**src/rtl/dl11_bus_if.sv**
```systemverilog
// DL11-style register front end: RCSR/RBUF/XCSR/XBUF for the K1801 bus glue,
// plus rx_read / tx_send handshakes to the serializers and level interrupts.
module dl11_bus_if #(
    parameter bit ERR_EN  = 1'b1,
    parameter bit TIE_RST = 1'b0
) (
    input  logic        clk,
    input  logic        reset,
    input  logic        bus_sel,
    input  logic        bus_wr,
    input  logic        bus_rd,
    input  logic [2:0]  bus_addr,
    input  logic [15:0] bus_din,
    output logic [15:0] bus_dout,
    input  logic [7:0]  rx_byte,
    input  logic        rx_ready,
    output logic        rx_read,
    output logic [7:0]  tx_byte,
    output logic        tx_send,
    input  logic        tx_busy,
    output logic        rx_irq,
    output logic        tx_irq
);

    typedef enum logic [1:0] {R_IDLE, R_ACK, R_WAIT} rx_state_t;
    typedef enum logic [1:0] {T_IDLE, T_SEND, T_WAITHI, T_WAITLO} tx_state_t;

    rx_state_t   rx_state, rx_next;
    tx_state_t   tx_state, tx_next;

    logic        done, rie, ovr, ready, tie;
    logic [7:0]  rdata;
    logic [1:0]  guard;
    logic [15:0] rd_data;

    logic        rd_en, wr_en, rbuf_rd, rx_cap, xbuf_wr, tx_done;
    logic [1:0]  reg_sel;
    logic        unused_bits;

    assign reg_sel = bus_addr[2:1];
    assign rd_en   = bus_sel & bus_rd;
    assign wr_en   = bus_sel & bus_wr;
    assign rbuf_rd = rd_en & (reg_sel == 2'd1);
    assign rx_cap  = (rx_state == R_IDLE) & rx_ready;
    // XBUF writes are dropped silently while a character is in flight
    assign xbuf_wr = wr_en & (reg_sel == 2'd3) & ready;
    assign tx_done = (tx_state == T_WAITLO) & ~tx_busy;

    assign rx_irq = done & rie;
    assign tx_irq = ready & tie;

    assign unused_bits = ^{bus_addr[0], bus_din[15:8]};

    always_comb begin
        rd_data = 16'h0000;
        case (reg_sel)
            2'd0: rd_data = {8'h00, done, rie, 6'b0};
            2'd1: rd_data = {ERR_EN & ovr, ERR_EN & ovr, 6'b0, rdata};
            2'd2: rd_data = {8'h00, ready, tie, 6'b0};
            default: rd_data = 16'h0000;
        endcase
    end

    always_comb begin
        rx_next = rx_state;
        rx_read = 1'b0;
        case (rx_state)
            R_IDLE: if (rx_ready) rx_next = R_ACK;
            R_ACK: begin
                rx_read = 1'b1;
                rx_next = R_WAIT;
            end
            R_WAIT: if (!rx_ready) rx_next = R_IDLE;
            default: rx_next = R_IDLE;
        endcase
    end

    // Guard lets the FSM proceed if the transmitter never reports busy
    always_comb begin
        tx_next = tx_state;
        tx_send = 1'b0;
        case (tx_state)
            T_IDLE:   if (xbuf_wr) tx_next = T_SEND;
            T_SEND: begin
                tx_send = 1'b1;
                tx_next = T_WAITHI;
            end
            T_WAITHI: if (tx_busy || guard == 2'd3) tx_next = T_WAITLO;
            T_WAITLO: if (!tx_busy) tx_next = T_IDLE;
            default:  tx_next = T_IDLE;
        endcase
    end

    always_ff @(posedge clk) begin
        if (!reset) begin
            rx_state <= R_IDLE;
            tx_state <= T_IDLE;
            done     <= 1'b0;
            rie      <= 1'b0;
            ovr      <= 1'b0;
            rdata    <= 8'h00;
            ready    <= 1'b1;
            tie      <= TIE_RST;
            tx_byte  <= 8'h00;
            guard    <= 2'd0;
            bus_dout <= 16'h0000;
        end else begin
            rx_state <= rx_next;
            tx_state <= tx_next;

            // A capture beats a concurrent RBUF read: the new byte stays pending
            if (rx_cap) begin
                rdata <= rx_byte;
                done  <= 1'b1;
                ovr   <= ERR_EN & done & ~rbuf_rd;
            end else if (rbuf_rd) begin
                done <= 1'b0;
                ovr  <= 1'b0;
            end

            if (wr_en && reg_sel == 2'd0) rie <= bus_din[6];
            if (wr_en && reg_sel == 2'd2) tie <= bus_din[6];

            if (xbuf_wr) begin
                tx_byte <= bus_din[7:0];
                ready   <= 1'b0;
            end else if (tx_done) begin
                ready <= 1'b1;
            end

            guard <= (tx_state == T_WAITHI) ? guard + 2'd1 : 2'd0;

            if (rd_en) bus_dout <= rd_data;
        end
    end

endmodule

```
**config.mk**
```make
export PLATFORM = sky130hd
export DESIGN_NAME = dl11_bus_if
export DESIGN_NICKNAME = d
export VERILOG_FILES = /design/src/rtl/dl11_bus_if.sv
export SDC_FILE = /design/constraint.sdc
export NUM_CORES = 1
export LEC_CHECK = 0
export ABC_AREA = 1
export CAP_MARGIN = 20
export CORE_MARGIN = 2
export CORE_UTILIZATION = 42
export DETAILED_ROUTE_END_ITERATION = 6
export PLACE_DENSITY = 0.87
export REMOVE_ABC_BUFFERS = 1
export SLEW_MARGIN = 20
export SYNTH_ARGS = -nofsm -noshare
export SYNTH_HDL_FRONTEND = slang
export SYNTH_SLANG_ARGS = --single-unit
```
**constraint.sdc**
```tcl
create_clock -name clk -period 1.9 [get_ports clk]
set_input_delay 0.285 -clock clk [delete_from_list [all_inputs] [get_ports clk]]
set_output_delay 0.285 -clock clk [all_outputs]
set_load 0.03 [all_outputs]
```
After elaboration in Yosys (flattened, before gate mapping)
Cells that the tools add are included.

Input bits: 34. Register bits after elaboration: 43. Output and inout bits: 28.

Equality and inequality tests: 14. Bitwise operators: 12. Multiplexer cells: 15. Reductions and logical operators: 11. Add/sub/neg operators: 1.

Operators with widths (number): case mux 16 bit (3 select lines) (1); equality test 2 bit, second input constant (6); bitwise AND 1 bit (10); 2-to-1 mux 2 bit (5); != test 2 bit, second input constant (5); case mux 2 bit (4 select lines) (1); 2-to-1 mux 1 bit (7); equality test 2 x 1 -> 1 bit, second input constant (3); zero test 2 bit (3); case mux 2 bit (3 select lines) (1); AND reduction 2 bit (2); nonzero test 2 bit (2); AND reduction 3 bit (1); adder 2 x 1 -> 2 bit, second input constant (1); logical AND 1 bit (2); inverter 1 bit (2); logical OR 1 bit (1).

Longest topological paths before layout
Gate-level depths: netlist (run 1).

Word-level depth: 5. Mapped depth: 7. Depth with buffers taken out: 7.

Worst setup path after synthesis (run 1)
No wires, ideal clock.

Path kind: flip-flop to flip-flop. From: register tx_state[0]. To: register tx_state[1]. Stages on the path, launching flop included: 7. Slack: 0.776 ns. Arrival: 1.009 ns. Buffers on the path: 0. Path through: dfxtp_1 inv_1 ha_1 a21oi_1 nand3_1 nand2_1 nor2_1.

Cells in the longest elaborated chain, start to end: 3.

RTL lines: start: declaration (line 29) `tx_state_t tx_state, tx_next;`; start signal: assignment (line 109) `tx_state <= tx_next;`; equality test 2 bit or zero test 2 bit (tied branches) (line 82) `case (tx_state)`; != test 2 bit (no line); AND reduction 3 bit (no line).

Several ways; a longest one is shown, not always the timed one. A chain may end at the register's enable or synchronous reset.

Worst setup path in the final report (run 1)
From: register done. To: output rx_irq.

Cells in the longest elaborated chain, start to end: 1.

RTL lines: start: declaration (line 31) `logic done, rie, ovr, ready, tie;`; start signal: assignment (line 98) `done <= 1'b0;`; start signal: assignment (line 114) `done <= 1'b1;`; start signal: assignment (line 117) `done <= 1'b0;`; bitwise AND 1 bit (line 49) `assign rx_irq = done & rie;`; end: declaration (line 21) `output logic rx_irq,`.

Every way passes these cells.

==> results of run 1 <==
registers in the layout (all words and copies together) (netlist names):
signal / count
bus_dout: 9
done: 1
guard: 2
ovr: 1
rdata: 8
ready: 1
rie: 1
rx_state: 2
tie: 1
tx_byte: 8
tx_state: 2
worst min-delay path by stage:
stage                    end  slack (ns)
CTS                 guard[0]        0.44
detailed placement  guard[0]        0.43
finish              guard[0]        0.44
global placement    guard[0]        0.41
global route        guard[0]        0.47
floorplan              ready        0.36
logic make-up (layout without fill, tap and decap cells):
kind of cell / count (synthesis) / count (layout)
simple gates: 91 / 91
compound gates: 37 / 37
flops: 36 / 36
buf+inv: 29 / 75
fa+ha+maj: 5 / 5
other cells: 1 / 6
layer usage:
metal	vias to the layer above	share of wire	global-route usage
met4	0	0.027	0.101
li1	721	-	-
met5	-	0	0
met3	9	0.043	0.0581
met2	30	0.48	0.290
met1	603	0.45	0.205
cell type report:
type,count,area (um^2),share of cell area
clock inverter,2,35.0,0.0167
tap,46,57.6,0.0275
inverter,18,71.3,0.0340
multi-input combinational,139,683,0.326
sequential,36,721,0.344
clock buffer,6,41.3,0.0197
timing repair buffer,49,487,0.232
stage by stage:
step / worst slack, ns / util / cell area, um^2 / std cells / power (uW)
6_report: 0.108 / 0.614 / 2100 / 296 / 1700
5_1_grt: 0.0494 / 0.614 / 2100 / 296 / 1790
4_1_cts: 0.0162 / 0.612 / 2090 / 296 / 1710
3_5_place_dp: 0.262 / 0.590 / 2020 / 288 / 1200
3_3_place_gp: 0.274 / 0.590 / 2020 / 288 / 1180
2_1_floorplan: 0.777 / - / 1480 / 193 / 1060
repair_timing:
action                                  CTS  global route
resized for setup                         1             2
endpoints found under the hold margin     0             0
endpoints found under the setup margin    1             2
worst reg2reg max path, cell delays in order, from the launching register on:
cell	delay, ns
dfxtp_1	0.40
inv_1	0.08
ha_1	0.23
a21oi_1	0.24
nand3_1	0.11
nand2_1	0.07
nor2_1	0.04
cell usage after synthesis (all sizes together):
| library cell | number |
|---|---|
| ha | 5 |
| clkinv | 1 |
| o21ai | 18 |
| conb | 1 |
| a21oi | 17 |
| nor2 | 45 |
| nand3 | 10 |
| o31ai | 1 |
| buf | 8 |
| o21bai | 1 |
| dfxtp | 36 |
| nand4 | 1 |
| inv | 17 |
| clkbuf | 3 |
| nand2 | 35 |
power breakdown:
part	switching, uW	internal (uW)
logic	192	146
registers	32.9	803
clock network	249	276
total	475	1220
==> impl_metrics.json, run 1 <==
{
  "outcome": "finished clean",
  "fillers": 304,
  "antenna_left": 0,
  "min-delay-start": "guard[0]",
  "drt_iter0_drc": 56,
  "drv_slew": 0,
  "crit_buf_inv": 2,
  "cts_root_buffer": "clkbuf_4",
  "synthXorXnorAreaFrac": 0,
  "synth.avg_cell_area_um2": 7.67,
  "cts_buffers": 5,
  "netlist.area_leader.share": 0.472,
  "timing.rr.start": "tx_state[0]",
  "clk_latency_ns": 0.34,
  "grt-ovfl-total": 0,
  "cts_sinks": 36,
  "grt_usage": 0.178,
  "die_area_um2": 4130,
  "via_per_inst": 4.60,
  "routedWlPerCell_um": 11.1,
  "hold_violations": 0,
  "yosys.area_share.adder": 0.0410,
  "crit_type": "reg -> out",
  "drc_errors": 0,
  "synth.distinct_cells": 26,
  "reg2reg_setup_slack_ns": 0.64,
  "cp.arrival_ns": 1.51,
  "clock_path_buffers": 2,
  "cp_slowest_cell": "clkdlybuf4s50_1",
  "p_per_area_nw_per_um2": 811,
  "ys_warn_count": 0,
  "gp_congestion": 0.772,
  "synth_top_family_by_area": "simple AND/OR/NAND/NOR gates",
  "antenna_cells": 0,
  "nets": 288,
  "syn_to_final_growth_pct": 37.3,
  "rsz0062_at_grt": "no",
  "cts.clk_slew.worst_paths_ns": 0.11,
  "core_um2": 3420,
  "p_leak_uw": 0.000935,
  "start_util": 0.447,
  "peakVddDrop_v": 0.000507,
  "cap_viol_max_count": 0,
  "vias": 1363,
  "end_kind": "output pin",
  "synthCells": 199,
  "period_minus_slack_ns": 1.79,
  "ys_seq_area_frac": 0.472,
  "cp.required_ns": 1.62,
  "worstSetupStartpointType": "flop",
  "critPathLaunch": "done",
  "syn_area_um2": 1530,
  "yosys-mux-area-fraction": 0,
  "place_hpwl_mm": 2.45,
  "grt_pass1_vias": 1329,
  "chipHeight_um": 64.3,
  "firstDrtPassIters": 4,
  "rows": 21,
  "tns_ns": 0,
  "die_x_um": 64.3,
  "holdWs_ns": 0.437,
  "layout_commonest_cell": "clkdlybuf4s50_1",
  "cp_cell_sequence": "nand2_1 > inv_1 > clkdlybuf4s50_1",
  "grt_pass1_wl_mm": 5.65,
  "synth.area.top_cells": "dfxtp_1 47%, nor2_1 10%, nand2_1 8.4%",
  "cp_slowest_stage_delay_ns": 0.65,
  "io_buffers": 46,
  "fmax_mhz": 558,
  "setup_viol": 0,
  "period_share": 0.943,
  "synth_largest_area_cell": "dfxtp_1",
  "synth-seq-cells": 36,
  "path_depth": 3,
  "crit_end": "rx_irq",
  "grt_max_degree": 21,
  "rr_endpoint": "tx_state[1]",
  "critPathTopFamily": "buffers and inverters",
  "drt_wl_total_mm": 3.29,
  "synth_simple_gate_area_frac": 0.262,
  "post-cts-setup-buffer-count": 0,
  "reg2reg_depth": 6,
  "cts_hold_buf": 0,
  "holdCritPathClass": "reg -> reg",
  "io_pins": 62,
  "cts_tree": "done",
  "min_delay_path_depth": 1,
  "crit_fanout": 4,
  "antenna_found_initial": 0,
  "final_cell_mix": "43 x clkdlybuf4s50_1, 41 x nor2_1, 36 x dfxtp_1",
  "synth_compound_area_frac": 0.130,
  "clock_skew_ns": 0.00943,
  "h-tree-depth": 2,
  "drive_above_1_share": 0.0840
}
(Power assumes the default switching activity.)
==> run 2: changes to the inputs <==
--- a/config.mk
+++ b/config.mk
@@ -7,9 +7,11 @@
 export LEC_CHECK = 0
 export ABC_AREA = 1
 export CAP_MARGIN = 20
+export CORE_ASPECT_RATIO = 0.7
 export CORE_MARGIN = 2
 export CORE_UTILIZATION = 42
 export DETAILED_ROUTE_END_ITERATION = 6
+export MAX_ROUTING_LAYER = met4
 export PLACE_DENSITY = 0.87
 export REMOVE_ABC_BUFFERS = 1
 export SLEW_MARGIN = 20
==> run 2 against run 1 <==
  * Critical path depth did not move
  * Sequential share of layout area decreased by 0.12 points
  * Utilization down 1.1 points
  * Sequential power is essentially flat
  * Cell area up 0.36%
  * Critical path type unchanged
  * Largest power group unchanged
  * Sequential cell count unchanged
  * Count of clock-buffer cells in the layout grew 2
==> impl_metrics.json, run 2 (synthesized netlist as in run 1, its figures left out) <==
{
  "firstDrtPassIters": 4,
  "grt_max_degree": 21,
  "post-cts-setup-buffer-count": 0,
  "drc_errors": 0,
  "grt-ovfl-total": 0,
  "p_switching_uw": 479,
  "finalPower_uw": 1730,
  "crit_type": "reg -> out",
  "antenna_cells": 0,
  "vias": 1372,
  "cts_sinks": 36,
  "rows": 18,
  "layout_commonest_cell": "clkdlybuf4s50_1",
  "drt_iter0_drc": 90,
  "dp.cells": 291,
  "h-tree-depth": 2,
  "power_frac_clock": 0.315,
  "pwr-share-seq": 0.486,
  "gp_congestion": 0.722,
  "p_per_area_nw_per_um2": 821,
  "place_hpwl_mm": 2.43,
  "grt_pass1_vias": 1412,
  "switching_share": 0.277,
  "worstSetupStartpointType": "flop",
  "rsz0062_at_grt": "no",
  "cts_root_buffer": "clkbuf_8",
  "cp.required_ns": 1.62,
  "antenna_left": 0,
  "die_area_um2": 4140,
  "postCtsResizedCells": 0,
  "cp_slowest_stage_delay_ns": 0.59,
  "cp_cell_sequence": "inv_1 > ha_1 > clkdlybuf4s50_1",
  "start_util": 0.437,
  "p_leak_uw": 0.000896,
  "peakVddDrop_v": 0.000484,
  "drive_above_1_share": 0.0763,
  "cp_slowest_cell": "clkdlybuf4s50_1",
  "clock_skew_ns": 0.00334,
  "crit_buf_inv": 2,
  "clock_path_buffers": 2,
  "critPathTopFamily": "buffers and inverters",
  "setup_viol": 0,
  "antenna_found_initial": 0,
  "grt_pass1_wl_mm": 5.79,
  "min_delay_path_depth": 1,
  "intPower_uw": 1250,
  "syn_to_final_growth_pct": 37.8,
  "hold_violations": 0,
  "setup_ws_ns": 0.0898,
  "top_register": "bus_dout",
  "period_share": 0.953,
  "clk_latency_ns": 0.28,
  "min-delay-start": "guard[0]",
  "reg2reg_setup_slack_ns": 0.61,
  "io_pins": 62,
  "period_minus_slack_ns": 1.81,
  "holdCritPathClass": "reg -> reg",
  "cts_buffers": 5,
  "via_per_inst": 4.59,
  "io_buffers": 46,
  "cts_tree": "done",
  "grt_usage": 0.185,
  "chipHeight_um": 54.4,
  "largest_register_ffs": 9,
  "end_kind": "output pin",
  "cp.arrival_ns": 1.53,
  "cts_hold_buf": 0,
  "combPwrFrac": 0.199,
  "die_x_um": 76.1,
  "rr_endpoint": "tx_state[1]",
  "largestRegisters": "bus_dout (9), rdata (8), tx_byte (8)",
  "drt_wl_total_mm": 3.34,
  "drv_slew": 0,
  "core_um2": 3490,
  "dp_slack_ns": 0.273,
  "finalNonFillerCells": 299,
  "cts.clk_slew.worst_paths_ns": 0.06,
  "fmax_mhz": 552,
  "routedWlPerCell_um": 11.2,
  "crit_fanout": 4,
  "final_cell_mix": "46 x clkdlybuf4s50_1, 41 x nor2_1, 36 x dfxtp_1",
  "timing.rr.start": "tx_state[0]",
  "tns_ns": 0,
  "hold_end": "guard[0]",
  "reg2reg_depth": 6,
  "cap_viol_max_count": 0,
  "nets": 287,
  "outcome": "finished clean"
}
[run 2: cell count changes in the layout (fill, tap and decap cells not counted), sizes merged]
cell           previous run  this run
clkinv                    2         1
buf                       3         2
dlymetal6s2s              2         0
bufinv                    1         0
dlygate4sd2               1         0
clkdlybuf4s50            43        46
clkbuf                    6         8
[run 2: worst max path at each step]
stage | to | startpoint | cells after the start
floorplan | tx_state[1] | tx_state[0] | 6
global route | tx_send | tx_state[1] | 3
global placement | tx_byte[7] | bus_addr[2] | 6
CTS | tx_send | tx_state[1] | 3
finish | tx_send | tx_state[1] | 3
detailed placement | tx_byte[4] | bus_addr[2] | 6
[run 2: metrics by stage]
| stage | hold slack [ns] | utilization | cell area [um^2] |
|---|---|---|---|
| 2_1_floorplan | 0.361 | - | 1480 |
| 3_3_place_gp | 0.408 | 0.577 | 2010 |
| 3_5_place_dp | 0.435 | 0.577 | 2010 |
| 4_1_cts | 0.444 | 0.603 | 2100 |
| 5_1_grt | 0.473 | 0.603 | 2100 |
| 6_report | 0.434 | 0.603 | 2100 |
[run 2: final cells by class]
type	count	area, um^2
fill	324	1390
sequential	36	721
multi-input combinational	139	683
timing repair buffer	48	475
clock buffer	8	90.1
inverter	18	71.3
tap	50	62.6
[run 2: routing by layer]
layer,part of all wire,global-route usage,up-vias
li1,-,-,720
met1,0.47,0.188,618
met2,0.47,0.339,27
met3,0.046,0.0611,7
met4,0.015,0.0909,0
met5,0,-,-
[run 2: worst register-to-register path: stages, from the launching register on]
cell and delay, ns:
dfxtp_1 0.38, inv_1 0.09, ha_1 0.23, a21oi_1 0.27
nand3_1 0.12, nand2_1 0.07, nor2_1 0.04
[run 2: power groups by stage]
stage	Sequential, uW	Combinational, uW	Clock, uW
final	839	344	545
after global routing	844	384	588
after CTS	838	344	557
after detailed placement	855	340	0
after global placement	851	329	0
after floorplan	863	195	0
==> run 3: changes to the inputs <==
--- a/config.mk
+++ b/config.mk
@@ -6,6 +6,7 @@
 export NUM_CORES = 1
 export LEC_CHECK = 0
 export ABC_AREA = 1
+export ABC_CLOCK_PERIOD_IN_PS = 1900
 export CAP_MARGIN = 20
 export CORE_ASPECT_RATIO = 0.7
 export CORE_MARGIN = 2
==> results of run 3 <==
Final layout, timing and power as in run 2 (identical DEF).
